$ cat config.mk
export PLATFORM = sky130hd
export DESIGN_NAME = dclk_monitor_flat
export DESIGN_NICKNAME = d
export VERILOG_FILES = /design/src/rtl/dclk_monitor_if.sv /design/src/rtl/dclk_monitor.sv /design/src/flat_wrapper.sv
export SDC_FILE = /design/constraint.sdc
export NUM_CORES = 1
export LEC_CHECK = 0
export BUFFER_PORTS_ARGS = -buffer_cell sky130_fd_sc_hd__buf_4
export CELL_PAD_IN_SITES_DETAIL_PLACEMENT = 0
export CELL_PAD_IN_SITES_GLOBAL_PLACEMENT = 1
export CORE_MARGIN = 1.5
export CORE_UTILIZATION = 40
export CTS_CLUSTER_DIAMETER = 60
export CTS_CLUSTER_SIZE = 20
export DETAILED_ROUTE_END_ITERATION = 16
export PLACE_DENSITY = 0.81
export SLEW_MARGIN = 5
export SYNTH_ARGS = -nofsm -noshare
export SYNTH_HDL_FRONTEND = slang
export SYNTH_SLANG_ARGS = --single-unit
$ cat constraint.sdc
create_clock -name clk -period 2.65 [get_ports clk]
set_input_delay 0.3975 -clock clk [delete_from_list [all_inputs] [get_ports clk]]
set_output_delay 0.3975 -clock clk [all_outputs]
set_load 0.005 [all_outputs]
$ cat src/rtl/dclk_monitor_if.sv
// Bus between the divided-clock monitor and its surroundings: measurement
// controls in, per-period lengths and sticky status out.
interface dclk_monitor_if #(
  parameter int unsigned CNT_W = 8,
  parameter int unsigned PER_W = 16
) ();
  logic             en;
  logic             dclk;
  logic             clr_stats;
  logic [CNT_W-1:0] hi_len;
  logic [CNT_W-1:0] lo_len;
  logic [PER_W-1:0] period_cnt;
  logic             valid;
  logic             err;
  logic             ovf;

  modport master (
    output en, dclk, clr_stats,
    input  hi_len, lo_len, period_cnt, valid, err, ovf
  );

  modport slave (
    input  en, dclk, clr_stats,
    output hi_len, lo_len, period_cnt, valid, err, ovf
  );
endinterface

$ cat src/rtl/dclk_monitor.sv
// Measures high/low run lengths of a clk-synchronous divided clock and counts periods.
// Optional macro DCLK_MON_CHECK_EN compiles in the expected-length comparator driving err.
module dclk_monitor #(
  parameter int unsigned CNT_W  = 8,
  parameter int unsigned PER_W  = 16,
  parameter int unsigned EXP_HI = 4,
  parameter int unsigned EXP_LO = 2
) (
  input  logic           clk,
  input  logic           rst,
  dclk_monitor_if.slave  mon
);

  typedef enum logic [1:0] {
    ST_IDLE = 2'd0,
    ST_HIGH = 2'd1,
    ST_LOW  = 2'd2
  } state_e;

  localparam logic [CNT_W-1:0] RUN_MAX = {CNT_W{1'b1}};
  localparam logic [CNT_W-1:0] RUN_ONE = CNT_W'(1);

  state_e           state_q, state_d;
  logic             dclk_q;
  logic [CNT_W-1:0] hi_run_q, hi_run_d;
  logic [CNT_W-1:0] lo_run_q, lo_run_d;
  logic [CNT_W-1:0] hi_lat_q, hi_lat_d;
  logic [CNT_W-1:0] hi_len_q, hi_len_d;
  logic [CNT_W-1:0] lo_len_q, lo_len_d;
  logic [PER_W-1:0] period_q, period_d;
  logic             valid_q, valid_d;
  logic             err_q, err_d;
  logic             ovf_q, ovf_d;

  logic rise_c, fall_c, publish_c, sat_c, mism_c;

  assign rise_c = mon.dclk & ~dclk_q;
  assign fall_c = ~mon.dclk & dclk_q;

`ifdef DCLK_MON_CHECK_EN
  // Values about to be published, compared against the nominal shape
  assign mism_c = (hi_lat_q != CNT_W'(EXP_HI)) | (lo_run_q != CNT_W'(EXP_LO));
`else
  logic unused_exp;
  assign unused_exp = ^{32'(EXP_HI), 32'(EXP_LO)};
  assign mism_c     = 1'b0;
`endif

  // Next-state, run counters and published statistics
  always_comb begin
    state_d   = state_q;
    hi_run_d  = hi_run_q;
    lo_run_d  = lo_run_q;
    hi_lat_d  = hi_lat_q;
    hi_len_d  = hi_len_q;
    lo_len_d  = lo_len_q;
    period_d  = period_q;
    valid_d   = 1'b0;
    err_d     = err_q;
    ovf_d     = ovf_q;
    publish_c = 1'b0;
    sat_c     = 1'b0;

    if (!mon.en) begin
      state_d  = ST_IDLE;
      hi_run_d = '0;
      lo_run_d = '0;
    end else begin
      case (state_q)
        ST_IDLE: begin
          if (rise_c) begin
            state_d  = ST_HIGH;
            hi_run_d = RUN_ONE;
          end
        end
        ST_HIGH: begin
          if (fall_c) begin
            state_d  = ST_LOW;
            hi_lat_d = hi_run_q;
            lo_run_d = RUN_ONE;
          end else begin
            sat_c = (hi_run_q >= (RUN_MAX - RUN_ONE));
            if (hi_run_q != RUN_MAX) hi_run_d = hi_run_q + RUN_ONE;
          end
        end
        ST_LOW: begin
          if (rise_c) begin
            state_d   = ST_HIGH;
            publish_c = 1'b1;
            hi_run_d  = RUN_ONE;
          end else begin
            sat_c = (lo_run_q >= (RUN_MAX - RUN_ONE));
            if (lo_run_q != RUN_MAX) lo_run_d = lo_run_q + RUN_ONE;
          end
        end
        default: state_d = ST_IDLE;
      endcase
    end

    valid_d = publish_c;
    if (publish_c) begin
      hi_len_d = hi_lat_q;
      lo_len_d = lo_run_q;
    end

    // A clear still lets this cycle's event through
    if (mon.clr_stats) begin
      period_d = PER_W'(publish_c);
      err_d    = publish_c & mism_c;
      ovf_d    = sat_c;
    end else begin
      period_d = period_q + PER_W'(publish_c);
      err_d    = err_q | (publish_c & mism_c);
      ovf_d    = ovf_q | sat_c;
    end
  end

  // dclk_q resets high so a level already high at release is not a rise
  always_ff @(posedge clk or posedge rst) begin
    if (rst) begin
      state_q  <= ST_IDLE;
      dclk_q   <= 1'b1;
      hi_run_q <= '0;
      lo_run_q <= '0;
      hi_lat_q <= '0;
      hi_len_q <= '0;
      lo_len_q <= '0;
      period_q <= '0;
      valid_q  <= 1'b0;
      err_q    <= 1'b0;
      ovf_q    <= 1'b0;
    end else begin
      state_q  <= state_d;
      dclk_q   <= mon.dclk;
      hi_run_q <= hi_run_d;
      lo_run_q <= lo_run_d;
      hi_lat_q <= hi_lat_d;
      hi_len_q <= hi_len_d;
      lo_len_q <= lo_len_d;
      period_q <= period_d;
      valid_q  <= valid_d;
      err_q    <= err_d;
      ovf_q    <= ovf_d;
    end
  end

  assign mon.hi_len     = hi_len_q;
  assign mon.lo_len     = lo_len_q;
  assign mon.period_cnt = period_q;
  assign mon.valid      = valid_q;
  assign mon.err        = err_q;
  assign mon.ovf        = ovf_q;

endmodule

$ cat src/flat_wrapper.sv
// flat-port wrapper written by rule: the top's interface ports become plain ports
module dclk_monitor_flat 
#(
  parameter int unsigned CNT_W  = 8,
  parameter int unsigned PER_W  = 16,
  parameter int unsigned EXP_HI = 4,
  parameter int unsigned EXP_LO = 2
)
  (clk, rst, mon_en, mon_dclk, mon_clr_stats, mon_hi_len, mon_lo_len, mon_period_cnt, mon_valid, mon_err, mon_ovf);
  dclk_monitor_if #(.CNT_W(CNT_W), .PER_W(PER_W)) mon_i ();
  input  logic clk;
  input  logic rst;
  input wire logic [$bits(mon_i.en)-1:0] mon_en;
  input wire logic [$bits(mon_i.dclk)-1:0] mon_dclk;
  input wire logic [$bits(mon_i.clr_stats)-1:0] mon_clr_stats;
  output wire logic [$bits(mon_i.hi_len)-1:0] mon_hi_len;
  output wire logic [$bits(mon_i.lo_len)-1:0] mon_lo_len;
  output wire logic [$bits(mon_i.period_cnt)-1:0] mon_period_cnt;
  output wire logic [$bits(mon_i.valid)-1:0] mon_valid;
  output wire logic [$bits(mon_i.err)-1:0] mon_err;
  output wire logic [$bits(mon_i.ovf)-1:0] mon_ovf;
  assign mon_i.en = mon_en;
  assign mon_i.dclk = mon_dclk;
  assign mon_i.clr_stats = mon_clr_stats;
  assign mon_hi_len = mon_i.hi_len;
  assign mon_lo_len = mon_i.lo_len;
  assign mon_period_cnt = mon_i.period_cnt;
  assign mon_valid = mon_i.valid;
  assign mon_err = mon_i.err;
  assign mon_ovf = mon_i.ovf;
  dclk_monitor #(.CNT_W(CNT_W), .PER_W(PER_W), .EXP_HI(EXP_HI), .EXP_LO(EXP_LO)) u_core (.clk(clk), .rst(rst), .mon(mon_i));
endmodule
After elaboration in Yosys (flattened, before gate mapping)
Index checks and enable logic that the tools add are counted.
{ "totals": {"input_bits": 5, "word_cells": 61, "output_inout_bits": 35, "reg_bits": 61} }
{ "classes": {"addsub": 3, "muxes": 23, "order_cmp": 2, "n_reduce_logical": 6, "eq_ne": 12, "bitwise": 5} }
{ "ops": {"columns": ["cell", "count"], "rows": [
  ["$mux 8", 8],
  ["$pmux 8 s2", 2],
  ["$add 16x1->16", 1],
  ["$add 8x1->8 const B", 2],
  ["$ge 8x8->1 const B", 2],
  ["$mux 16", 1],
  ["$ne 8x8->1 const B", 2],
  ["$ne 3x2->1 const B", 5],
  ["$reduce_and 4->1", 2],
  ["$mux 1", 7],
  ["$mux 2", 3],
  ["$ne 3x3->1 const B", 2],
  ["$pmux 2 s2", 1],
  ["$ne 3x1->1 const B", 1],
  ["$reduce_and 3->1", 1],
  ["$and 1x1->1", 2],
  ["$eq 2x1->1 const B", 1],
  ["$eq 2x2->1 const B", 1],
  ["$logic_not 2->1", 1],
  ["$not 1->1", 2],
  ["$pmux 1 s2", 1],
  ["$reduce_and 2->1", 1],
  ["$reduce_or 2->1", 1],
  ["$or 1x1->1", 1]
]} }

Logic depth before layout (Yosys ltp)
{ "logic_depth": {"ltp_word": 7, "mapped_depth": 12, "depth_no_buf": 10} }

Least setup slack after synthesis
Ideal clock, no wire load.
{ "synth_timing": {"kind": "reg-to-reg", "from": "reg u_core.state_q[0]", "to": "reg u_core.period_q[15] (netlist: u_core.mon.period_cnt[15])", "path_buffers": 2, "stages_incl_launch_ff": 12, "synth_period_minus_slack_ns": 2.810, "setup_ns": 0.078, "slack_ns": -0.160, "arrival_ns": 2.733, "required_time_ns": 2.572, "path_cell_list": "dfrtp_1 -> inv_1 -> ha_1 -> buf_6 -> nand3_1 -> inv_1 -> clkbuf_1 -> ha_1 -> nand2_1 -> or4_4 -> or3_1 -> a21oi_1"} }
{ "synth_between": {"elab_chain_cells": 5} }
{ "synth_lines": {"columns": ["element", "line", "source"], "rows": [
  ["from (decl)", "dclk_monitor.sv:23", "state_e state_q, state_d;"],
  ["from (signal assigned)", "dclk_monitor.sv:133", "state_q <= state_d;"],
  ["$eq 2x2->1", "dclk_monitor.sv:69", "case (state_q)"],
  ["$mux 1", "dclk_monitor.sv:69", null],
  ["$mux 1", "dclk_monitor.sv:64", "if (!mon.en) begin"],
  ["via u_core.publish_c", "dclk_monitor.sv:35", "logic rise_c, fall_c, publish_c, sat_c, mism_c;"],
  ["$add 16x1->16", "dclk_monitor.sv:112", "period_d = period_q + PER_W'(publish_c);"],
  ["$mux 16", "dclk_monitor.sv:107", "if (mon.clr_stats) begin"],
  ["via u_core.period_d[15]", "dclk_monitor.sv:30", "logic [PER_W-1:0] period_q, period_d;"],
  ["to (signal assigned)", "dclk_monitor.sv:140", "period_q <= period_d;"],
  ["to (decl)", "dclk_monitor.sv:30", null]
]} }
The timed path passes the listed nets, and every way through them passes these cells.
A chain may end at the register's enable or synchronous reset.

Worst setup path in the final report
{ "layout_timing": {"from": "reg u_core.state_q[0]", "to": "reg u_core.period_q[15] (netlist: u_core.mon.period_cnt[15])"} }
{ "layout_between": {"elab_chain_cells": 5} }
{ "layout_lines": {"columns": ["element", "line"], "rows": [
  ["$eq 2x2->1", "dclk_monitor.sv:69"],
  ["$mux 1", "dclk_monitor.sv:69"],
  ["$mux 1", "dclk_monitor.sv:64"],
  ["$add 16x1->16", "dclk_monitor.sv:112"],
  ["$mux 16", "dclk_monitor.sv:107"],
  ["via u_core.period_d[15]", "dclk_monitor.sv:30"]
]} }
The timed path passes the listed nets, and every way through them passes these cells.

==> flow_summary.toml <==
[run_status]
status = "finished clean"

[timing]
fmax_mhz = 427
tns_ns = 0
relSlewSlack_pct = 46.6
skew_ns = 0.00938
maxSlewViolCount = 0
tightest_slew_ns = 0.800
rsz0062_at_grt = "false"
finalSetupViolations = 0
period_minus_slack_ns = 2.34
report.final.hold_viol_count = 0
finalCritPeriodShare_pct = 88.4

[worst_setup_path]
crit_path_max_incr_delay_ns = 0.47
end_kind = "flop"
path_cells = "inv_1, ha_1, nand3_1, inv_2, ha_1, nand2_1, or4_4, or3_1, a21oi_1"
critPathKind = "reg -> reg"
critPathMaxFanout = 8
path_buf_inv = 2
critPathLaunchType = "flop"
worstRegToRegCells = 9
crit_required_ns = 2.91
arrival_ns = 2.60
cp.depth = 9
crit_family = "simple AND/OR/NAND/NOR gates"
critPathMostFrequentCell = "ha_1"
worst_path_max_delay_cell = "or4_4"

[placed_design]
place.gp.congestion = 0.840
dp_hpwl_mm = 4.44
place_inst = 436
port_buffers = 38

[synthesis]
avgSynthCellArea_um2 = 9.90
synth_cell_type_count = 49
syn_inst = 302
synthesis.area_mm2 = 0.00299
synth-edff-count = 0
synth_fp_nets = 317
seq_area_frac_synth_pct = 51.1
synth-seq-cells = 61
synth_flop_cell = "dfrtp_1"
ys_async_sr_fraction_pct = 100
yosysWarnings = 0

[power_and_ir_drop]
p_leak_nw = 1.71
p_per_area_mw_per_mm2 = 543
vdd_drop_max_uv = 247

[routing]
first_iter_violations = 114
vias = 2353
drtPass1Iterations = 4
viasPerCell = 5.22
antenna_left = 0
post-route-drc-count = 0
wl_per_cell_um = 14.2
finalWirelength_mm = 6.42

[finish]
postLayoutCoreUtil_pct = 49.6
multi_input_area_mm2 = 0.00136
fin_nets = 363
layout-drive-gt1-share_pct = 23.9
regArea_mm2 = 0.00153
diodes = 0
area_delta_synth_final_pct = 20.4
fillers = 677
stdcell_count = 451

[min_path]
holdPathStages = 1
hold_class = "in -> reg"

[clock_tree]
clk_latency_ns = 0.34
cts_root_buffer = "clkbuf_8"
cts_tree = "built"
clockBufferDepth = 2
clock-sinks = 61
cts-htree-levels = 3
post_cts_buffers = 0
cts_buffers = 9
cts.clk_slew.worst_paths_ns = 0.07
postCtsHoldBufs = 0
cts_resized = 0

[die]
row_count = 31
start_util_pct = 41.2
die_h_um = 89.4
ios = 40
coreArea_mm2 = 0.00725
die_w_um = 89.4
die-area_mm2 = 0.00800

[global_routing]
grt-ovfl-total = 0
antenna_found_initial = 0
grt_pass1_vias = 2203
grt_first_pass_wirelength_mm = 10.7
grt.total_usage_pct = 17.8
grt_max_degree = 39

[job]
cap_violations = 0
==> worst register-to-register path: cells and delay by family, from the launching register on <==
kind	cells	cell delay, ns
DFF	1	0.46
adders and majority gates	2	0.36
and+or+nand+nor	4	1.08
buffers and inverters	2	0.22
AOI/OAI and AO/OA	1	0.15
==> flip-flops by register name, summed over array words and instances, names as in the netlist <==
name	flops
u_core.mon.lo_len	8
u_core.mon.period_cnt	16
u_core.dclk_q	1
u_core.hi_run_q	8
u_core.lo_run_q	8
u_core.mon.hi_len	8
u_core.mon.valid	1
u_core.state_q	2
u_core.hi_lat_q	8
u_core.mon.ovf	1
==> synth_stat cells, drive strengths merged, types with 5 or more instances <==
master / n / area share (%)
nand3: 11 / 2.0
xnor2: 7 / 2.1
nor2: 16 / 2.0
nand2: 59 / 7.4
mux2: 9 / 3.4
inv: 14 / 1.8
nor3: 5 / 0.84
dfrtp: 60 / 50
or3: 8 / 1.9
ha: 10 / 4.2
a21oi: 12 / 2.0
nand4: 9 / 2.1
o31ai: 13 / 3.3
o21ai: 14 / 2.3
or4: 5 / 1.4
clkbuf: 6 / 0.75
==> per-layer routing <==
metal,vias to the layer above,global-route usage (%),wire (µm)
li1,1158,-,-
met1,1139,23.5,3110
met2,50,28.4,3020
met3,6,3.88,216
met4,0,7.27,79
met5,-,0,0
==> path summary, 6_finish.rpt <==
| path | startpoint | endpoint | slack (ns) |
|---|---|---|---|
| worst max register to register | u_core.state_q[0]$_DFFE_PP0P_ | u_core.mon.period_cnt[15]$_DFF_PP0_ | 0.31 |
| worst min register to register | u_core.hi_lat_q[2]$_DFFE_PP0P_ | u_core.mon.hi_len[2]$_DFFE_PP0P_ | 0.47 |
| worst min-delay path | mon_dclk | u_core.dclk_q$_DFF_PP1_ | 0.19 |
| min in group asynchronous | rst | u_core.mon.period_cnt[3]$_DFF_PP0_ | 0.22 |
| worst max-delay path | u_core.state_q[0]$_DFFE_PP0P_ | u_core.mon.period_cnt[15]$_DFF_PP0_ | 0.31 |
| max in group asynchronous | rst | u_core.mon.period_cnt[11]$_DFF_PP0_ | 1.75 |
==> cell type report <==
cell class | instances | share of cell area [%]
clock buffers | 11 | 4.21
clock inverters | 4 | 1.32
inverters | 14 | 1.46
multi-input cells | 217 | 37.7
flip-flops and latches | 61 | 42.5
well taps | 99 | 3.44
repair buffers | 45 | 9.39
==> cell families (layout without fill, tap and decap cells) <==
logic type / Yosys count / count (layout) / synth area share [%]
buf+inv: 24 / 74 / 3.47
other cells: 1 / 1 / 0.125
flops: 61 / 61 / 51.1
mux: 10 / 10 / 3.73
compound gates: 53 / 53 / 11.7
fa+ha+maj: 10 / 10 / 4.19
simple gates: 132 / 132 / 22.4
xor+xnor: 11 / 11 / 3.22
==> layout by cell type (no fill, tap or decap), types with 8 or more instances in the layout <==
master / instances
nand4_1: 8
o31ai_1: 13
clkbuf_8: 11
nor2_1: 16
dfrtp_1: 60
a21oi_1: 12
mux2_2: 9
nand3_1: 10
buf_4: 45
o21ai_0: 14
inv_1: 12
ha_1: 10
nand2_1: 59
==> through the flow <==
step | setup WS, ns | hold slack [ns] | area, µm² | power, mW
3_5_place_dp | 0.311 | 0.455 | 3400 | 1.13
2_1_floorplan | 0.0000366 | 0.402 | 2990 | 1.08
5_1_grt | 0.190 | 0.176 | 3600 | 2.03
3_3_place_gp | 0.334 | 0.445 | 3400 | 1.13
6_report | 0.307 | 0.188 | 3600 | 1.96
4_1_cts | 0.317 | 0.178 | 3600 | 1.97
==> power by group <==
group | internal (mW) | switching [mW] | leakage (nW) | total [mW]
logic | 0.0516 | 0.0824 | 0.773 | 0.134
registers | 0.956 | 0.0218 | 0.841 | 0.978
clock network | 0.477 | 0.366 | 0.101 | 0.843
No activity file was read; power rests on OpenSTA's default activity.
